--- src/rtl/audio_pkg.sv ---
`default_nettype none
// +--------------------------------------------------------------------------+
// | Package  : audio_pkg                                                      |
// | Purpose  : Shared constants and state type for the audio serializer.      |
// |            SAMPLE_W - width of one {left, right} sample word              |
// |            CH_W     - width of one channel within the sample              |
// |            ser_state_t - serializer FSM states                            |
// | Revision : 1.0 - initial release                                          |
// +--------------------------------------------------------------------------+
package audio_pkg;

  localparam int SAMPLE_W = 32;
  localparam int CH_W     = 16;

  typedef enum logic [0:0] {
    IDLE = 1'b0,
    RUN  = 1'b1
  } ser_state_t;

endpackage : audio_pkg
`default_nettype wire

--- src/rtl/sclk_gen.sv ---
`default_nettype none
// +--------------------------------------------------------------------------+
// | Module   : sclk_gen                                                       |
// | Purpose  : Bit-period divider for the serial DAC link. Produces the       |
// |            registered bit clock and a strobe marking the last clk cycle   |
// |            of each bit period.                                            |
// | Ports    : clk      - system clock                                        |
// |            n_rst    - synchronous active-low reset                        |
// |            run      - 1 = divider counting, 0 = held at zero              |
// |            sclk     - registered bit clock, high for the second half      |
// |            bit_tick - high in the last cycle of a bit period (wrap edge)  |
// | Revision : 1.0 - initial release                                          |
// +--------------------------------------------------------------------------+
module sclk_gen #(
  parameter int SCLK_DIV = 4
) (
  input  logic clk,
  input  logic n_rst,
  input  logic run,
  output logic sclk,
  output logic bit_tick
);

  localparam int CNT_W = $clog2(SCLK_DIV);
  localparam logic [CNT_W-1:0] LAST = CNT_W'(SCLK_DIV - 1);
  localparam logic [CNT_W-1:0] HALF = CNT_W'(SCLK_DIV / 2);

  logic [CNT_W-1:0] div_cnt_q, div_cnt_d;
  logic             sclk_q, sclk_d;

  always_comb begin
    div_cnt_d = '0;
    if (run) begin
      div_cnt_d = (div_cnt_q == LAST) ? '0 : div_cnt_q + 1'b1;
    end
    // sclk is computed from the next count so the flop always equals
    // (div_cnt >= SCLK_DIV/2) with no extra cycle of lag.
    sclk_d = (div_cnt_d >= HALF);
  end

  always_ff @(posedge clk) begin
    if (!n_rst) begin
      div_cnt_q <= '0;
      sclk_q    <= 1'b0;
    end else begin
      div_cnt_q <= div_cnt_d;
      sclk_q    <= sclk_d;
    end
  end

  assign sclk     = sclk_q;
  assign bit_tick = run && (div_cnt_q == LAST);

endmodule : sclk_gen
`default_nettype wire

--- src/rtl/audio_serializer.sv ---
`default_nettype none
// +--------------------------------------------------------------------------+
// | Module   : audio_serializer                                               |
// | Purpose  : Serializes {left, right} samples MSB-first onto a              |
// |            left-justified DAC link, with a one-entry hold register        |
// |            between the producer strobe and frame timing.                  |
// | Ports    : clk          - system clock                                    |
// |            n_rst        - synchronous active-low reset                    |
// |            tx_en        - run link; 0 stops at the next frame boundary    |
// |            sample_valid - producer strobe                                 |
// |            sample_data  - {left, right} sample                            |
// |            sample_ready - hold register empty                             |
// |            sclk         - serial bit clock                                |
// |            lrclk        - word select, 0 = left, 1 = right                |
// |            sdata        - serial data, MSB first                          |
// |            underrun     - pulse: frame started with nothing held          |
// |            overflow     - pulse: strobe arrived while hold was full       |
// | Revision : 1.0 - initial release                                          |
// +--------------------------------------------------------------------------+
module audio_serializer
  import audio_pkg::*;
#(
  parameter int DATA_W   = SAMPLE_W,
  parameter int SCLK_DIV = 4
) (
  input  logic              clk,
  input  logic              n_rst,
  input  logic              tx_en,
  input  logic              sample_valid,
  input  logic [DATA_W-1:0] sample_data,
  output logic              sample_ready,
  output logic              sclk,
  output logic              lrclk,
  output logic              sdata,
  output logic              underrun,
  output logic              overflow
);

  localparam int BIT_W = $clog2(DATA_W);
  localparam logic [BIT_W-1:0] LAST_BIT = BIT_W'(DATA_W - 1);

  ser_state_t        state_q, state_d;
  logic [DATA_W-1:0] hold_q, hold_d;
  logic              hold_full_q, hold_full_d;
  logic [DATA_W-1:0] shift_q, shift_d;
  logic [BIT_W-1:0]  bit_cnt_q, bit_cnt_d;
  logic              underrun_q, underrun_d;
  logic              overflow_q, overflow_d;

  logic              bit_tick;
  logic              frame_end;

  sclk_gen #(
    .SCLK_DIV (SCLK_DIV)
  ) u_sclk_gen (
    .clk      (clk),
    .n_rst    (n_rst),
    .run      (state_q == RUN),
    .sclk     (sclk),
    .bit_tick (bit_tick)
  );

  assign frame_end = bit_tick && (bit_cnt_q == LAST_BIT);

  always_comb begin
    state_d     = state_q;
    hold_d      = hold_q;
    hold_full_d = hold_full_q;
    shift_d     = shift_q;
    bit_cnt_d   = bit_cnt_q;
    underrun_d  = 1'b0;
    overflow_d  = sample_valid && hold_full_q;

    // Accept and consume are mutually exclusive: accept needs the hold
    // empty, consume needs it full.
    if (sample_valid && !hold_full_q) begin
      hold_d      = sample_data;
      hold_full_d = 1'b1;
    end

    case (state_q)
      IDLE: begin
        if (tx_en && hold_full_q) begin
          state_d     = RUN;
          shift_d     = hold_q;
          hold_full_d = 1'b0;
          bit_cnt_d   = '0;
        end
      end
      RUN: begin
        if (bit_tick) begin
          bit_cnt_d = bit_cnt_q + 1'b1;
          shift_d   = {shift_q[DATA_W-2:0], 1'b0};
          if (frame_end) begin
            if (!tx_en) begin
              // Clearing shift here drops sdata to 0 in IDLE; bit_cnt has
              // already wrapped to 0 so lrclk drops too.
              state_d = IDLE;
              shift_d = '0;
            end else if (hold_full_q) begin
              shift_d     = hold_q;
              hold_full_d = 1'b0;
            end else begin
              shift_d    = '0;
              underrun_d = 1'b1;
            end
          end
        end
      end
      default: state_d = IDLE;
    endcase
  end

  always_ff @(posedge clk) begin
    if (!n_rst) begin
      state_q     <= IDLE;
      hold_q      <= '0;
      hold_full_q <= 1'b0;
      shift_q     <= '0;
      bit_cnt_q   <= '0;
      underrun_q  <= 1'b0;
      overflow_q  <= 1'b0;
    end else begin
      state_q     <= state_d;
      hold_q      <= hold_d;
      hold_full_q <= hold_full_d;
      shift_q     <= shift_d;
      bit_cnt_q   <= bit_cnt_d;
      underrun_q  <= underrun_d;
      overflow_q  <= overflow_d;
    end
  end

  // The right channel occupies bit slots CH_W..2*CH_W-1, so word select is
  // simply the bit-counter MSB; taking a flop bit directly keeps it glitch-free.
  assign lrclk        = bit_cnt_q[$clog2(CH_W)];
  assign sdata        = shift_q[DATA_W-1];
  assign underrun     = underrun_q;
  assign overflow     = overflow_q;
  assign sample_ready = !hold_full_q;

endmodule : audio_serializer
`default_nettype wire

--- config.mk ---
export PLATFORM = sky130hd
export DESIGN_NAME = audio_serializer
export DESIGN_NICKNAME = d
export VERILOG_FILES = /design/src/rtl/audio_pkg.sv /design/src/rtl/sclk_gen.sv /design/src/rtl/audio_serializer.sv
export SDC_FILE = /design/constraint.sdc
export NUM_CORES = 1
export LEC_CHECK = 0
export ABC_AREA = 0
export BUFFER_PORTS_ARGS = -buffer_cell sky130_fd_sc_hd__buf_2
export CORE_AREA = 8 8 97 81
export DETAILED_ROUTE_END_ITERATION = 10
export DIE_AREA = 0 0 105 89
export PLACE_DENSITY = 0.77
export SLEW_MARGIN = 20
export SYNTH_ARGS = -nofsm -noshare
export SYNTH_HDL_FRONTEND = slang
export SYNTH_SLANG_ARGS = --single-unit
export TNS_END_PERCENT = 5
--- constraint.sdc ---
create_clock -name clk -period 2.2 [get_ports clk]
set_input_delay 0.11 -clock clk [delete_from_list [all_inputs] [get_ports clk]]
set_output_delay 0.11 -clock clk [all_outputs]
set_load 0.005 [all_outputs]
# Word-level counts from Yosys, hierarchy flattened
# Index checks and enable logic that the tools add are counted.
# word_totals
ff_bits,76
inputBits,36
out_inout_bits,6
# classes
add_sub_neg,2
magnitude_cmp,1
eq_ne,4
n_mux,24
bitwise_logic,1
reduce_logical,8
# ops
op,n
32-bit two-way mux,5
32-bit one-hot mux with 2 select lines,1
1-bit two-way mux,11
5-bit two-way mux,2
5-bit one-hot mux with 2 select lines,1
"5-bit by 1-bit adder with 5-bit output, second input constant",1
"5-bit == test, second input constant",1
1-bit logical AND,5
5-bit AND reduction,1
2-bit two-way mux,2
1-bit one-hot mux with 2 select lines,2
"2-bit by 1-bit adder with 2-bit output, second input constant",1
"2-bit == test, second input constant",1
"2-bit >= comparator, second input constant",1
"2-bit by 1-bit inequality test with 1-bit output, second input constant",1
"2-bit inequality test, second input constant",1
2-bit AND reduction,1
1-bit zero test,1
1-bit NOT,1

# Depth between registers and ports, before layout
# depth
word_depth,8
mapped_depth,7
depth_no_buf,6

# Hierarchy
# Synthesis repeated with hierarchy kept, for this count alone.
# unflattened
cells_unflattened,377
area_unflattened_um2,3412.0
# modules_own_cells
module,instances,cells_each,area_per_inst_um2,seq_area_each_um2
audio_serializer,1,371,3334.4,1461.4
sclk_gen,1,6,77.6,40.0

# Least setup slack after synthesis
# No wires, ideal clock.
# synth_timing
path_kind,register to register
start,register bit_cnt_q[0]
end,register shift_q[10]
setup_time_ns,0.119
arrival_time_ns,1.533
slack_ns,0.548
path_stages_with_launch,8
n_path_buf,1
period_less_slack_ns,1.652
path_cell_list,dfxtp_1 -> ha_1 -> and3_1 -> ha_1 -> nand4_2 -> clkbuf_2 -> a21boi_0 -> o221a_2
# synth_via
elab_chain_len,5
# synth_lines
item,line_no,source
from (decl),audio_serializer.sv:46,"logic [BIT_W-1:0] bit_cnt_q, bit_cnt_d;"
from (signal assigned),audio_serializer.sv:128,bit_cnt_q <= bit_cnt_d;
5-bit == test,audio_serializer.sv:63,assign frame_end = bit_tick && (bit_cnt_q == LAST_BIT);
1-bit logical AND,audio_serializer.sv:63,
32-bit two-way mux,audio_serializer.sv:94,if (frame_end) begin
32-bit two-way mux,audio_serializer.sv:91,if (bit_tick) begin
32-bit one-hot mux with 2 select lines,audio_serializer.sv:81,case (state_q)
to (signal assigned),audio_serializer.sv:127,shift_q <= shift_d;
to (decl),audio_serializer.sv:45,"logic [DATA_W-1:0] shift_q, shift_d;"
# Every way passes these cells. The select of a mux whose other input is x is not followed.
# A chain may end at the register's enable or synchronous reset.

# Worst setup path in the final report
# layout_timing
start,register bit_cnt_q[0]
end,register shift_q[9]
# The elaborated chain is that of the path after synthesis.

==> flow_summary.ini <==
[sta]
period_minus_slack_ns = 2.092
slew_headroom_pct = 57.63
slew_viol_final = 0
clock_skew_ns = 0.008752
hold_violations = 0
grt_setup_unrepaired = false
finalCritPeriodShare_pct = 95.08
tns_ns = 0
max_freq_ghz = 0.4781
tightest_slew_ns = 0.6356
whs_ns = 0.005670
finalSetupViolations = 0
fin_ws_ns = 0.1082

[placed_design]
gp_congestion = 0.7668
place_ws_ns = 0.1676
dp_hpwl_microns = 4722
place_inst = 478
io_buffers = 41

[synthesis]
muxShareOfSynthArea_pct = 0
ys_seq_area_share_pct = 44.06
synthAdderAreaFrac_pct = 1.087
synth_top_cell_by_area = dfxtp_1
syn_nets = 416
synth_warnings = 0
synth_top_family_by_area = compound AO/OA/AOI/OAI gates
synth_cell_types = 33
synth_area_per_cell_sq_um = 9.160
async_flop_share_pct = 0
synth_compound_area_share_pct = 30.58
synth-edff-count = 0
synth_flop_cell = dfxtp_1
synth_area_leaders = dfxtp_1 44%, a21boi_0 14%, o221a_2 8.2%
synth-xor-area-share_pct = 0.2536
synth_area_sq_um = 3453
yosysTopAreaCellShare_pct = 44.06
synth-simple-area-share_pct = 17.54
synth_cells = 377
synth-seq-cells = 76

[floorplan]
boundaryPins = 42
die_w_microns = 105
die_area_sq_um = 9345
fp.coreArea_sq_um = 6246
die_y_microns = 89
initial_utilization_pct = 55.29
num_rows = 26

[layout]
layout_common_cells = 76 x dfxtp_1, 67 x nand2_1, 63 x a21boi_0
layout.nets = 466
layout.cells.non_filler = 516
nFillCells = 537
final_common_cell = dfxtp_1
syn_to_final_growth_pct = 19.42
antenna_cells = 0
drive_above_1_share_pct = 23.15

[detailed_routing]
dr.pass1.iters = 4
vias_per_cell = 5.609
wl_microns = 7888
ant_nets = 0
wl_per_cell_microns = 15.29
num_vias = 2894
drc_errors = 0
drtIter0Drc = 245

[global_route]
grt_first_pass_wirelength_microns = 13390
grt_antenna_before_repair = 0
grt_max_degree = 40
globalRouteTotalUtil_pct = 17.62
grt_pass1_vias = 2810
grt_overflow = 0

[setup_path]
crit_family = simple AND/OR/NAND/NOR gates
path_cells = ha_1, and3_1, ha_1, nand4_2, buf_12, a21boi_0, o221a_2
worstPathArrival_ns = 2.39
cpMostUsedCell = ha_1
crit_type = flop to flop
cp_max_fo = 17
critPathRequiredTime_ns = 2.50
cp-end-kind = flop
critPathBufInv = 1
cp-start-kind = flop
critical_path.slowest_cell = nand4_2
slowest_delay_ns = 0.38

[clocking]
postCtsSetupBuffers = 0
path_clk_slew_ns = 0.08
clk_latency_ns = 0.35
clock_sinks = 76
cts_tree = built
cts_root_buf = clkbuf_8
cts_max_level = 3
cts_buffers = 9
clock_path_buffers = 2

[power_and_ir_drop]
leakage_nw = 1.624
peakVddDrop_mv = 0.5129
p_total_mw = 3.060
p_per_area_nw_per_um2 = 742.1

[job]
drv_cap = 0

[worst_hold_path]
hp-class = primary input to flop

[run_status]
status = finished clean
==> state kept, by name (all words and copies together), names as in the netlist <==
| register | cells |
|---|---|
| overflow | 1 |
| u_sclk_gen.sclk | 1 |
| hold_q | 32 |
| bit_cnt_q | 5 |
| state_q | 1 |
| shift_q | 32 |
| u_sclk_gen.div_cnt_q | 2 |
| underrun | 1 |
| hold_full_q | 1 |
==> where the power goes <==
group / total [mW] / switching (mW) / leakage, nW / internal, mW
sequential: 1.50 / 0.0452 / 0.621 / 1.45
combinational: 0.333 / 0.166 / 0.880 / 0.167
clock: 1.23 / 0.501 / 0.122 / 0.728
==> cells by family (layout without fill, tap and decap cells) <==
group                    after synthesis  count (layout)
adder cells (fa/ha/maj)                3               3
buffers and inverters                 38              93
flip-flops                            76              76
XOR/XNOR                               1               1
AO/OA/AOI/OAI                        136             136
AND/OR/NAND/NOR                      123             123
==> cell type report <==
type | count | area (sq um) | share of cell area (%)
clock buffers | 12 | 165.2 | 4.005
inverters | 1 | 3.754 | 0.09102
multi-input cells | 263 | 1710 | 41.47
flip-flops and latches | 76 | 1521 | 36.89
well taps | 84 | 105.1 | 2.549
repair buffers | 76 | 548.0 | 13.29
clock inverters | 4 | 70.07 | 1.699
==> tightest hold or removal path, delay by kind of cell <==
| kind | cells | cell delay, ns |
|---|---|---|
| buf+inv | 1 | 0.09 |
| simple gates | 1 | 0.04 |
| compound gates | 1 | 0.06 |
==> synth_stat cells (2+ instances only) <==
cell,count
nand2_1,67
o21ai_0,2
buf_4,6
ha_1,3
dfxtp_1,76
buf_2,7
o221a_1,6
a21boi_1,6
a21boi_0,63
and3_1,5
nand4_1,2
buf_6,6
clkbuf_1,14
o221a_2,25
a21oi_1,31
clkbuf_2,4
nand2b_1,33
nand3_1,6
==> through the flow <==
step | area (sq um) | utilization, %
after global placement | 3669 | 58.73
after detailed placement | 3669 | 58.73
after floorplan | 3453 | -
final | 4124 | 66.03
after global routing | 4124 | 66.03
after CTS | 4124 | 66.03
==> layer usage <==
metal / GRT usage, % / wire length (microns)
met1: 20.85 / 3600
met2: 30.20 / 3845
met3: 4.683 / 297
met4: 6.977 / 144
met5: 0 / 0
==> worst paths after layout <==
path / startpoint / endpoint / slack (ns) / cells past startpoint
hold / removal: sample_data[5] / hold_q[5]$_SDFFE_PN0P_ / 0.006 / 3
hold reg to reg: u_sclk_gen.div_cnt_q[0]$_SDFF_PN0_ / u_sclk_gen.div_cnt_q[0]$_SDFF_PN0_ / 0.43 / 1
setup / recovery: bit_cnt_q[0]$_SDFFE_PN0P_ / shift_q[9]$_SDFFE_PN0P_ / 0.11 / 7
setup reg to reg: bit_cnt_q[0]$_SDFFE_PN0P_ / shift_q[9]$_SDFFE_PN0P_ / 0.11 / 7
==> what timing repair did <==
action,4_1_cts,5_1_grt
hold endpoints to repair,22,0
endpoints found under the setup margin,0,0
gates resized for setup,0,0
hold buffers,22,0
Power figures use the tool's default switching activity.
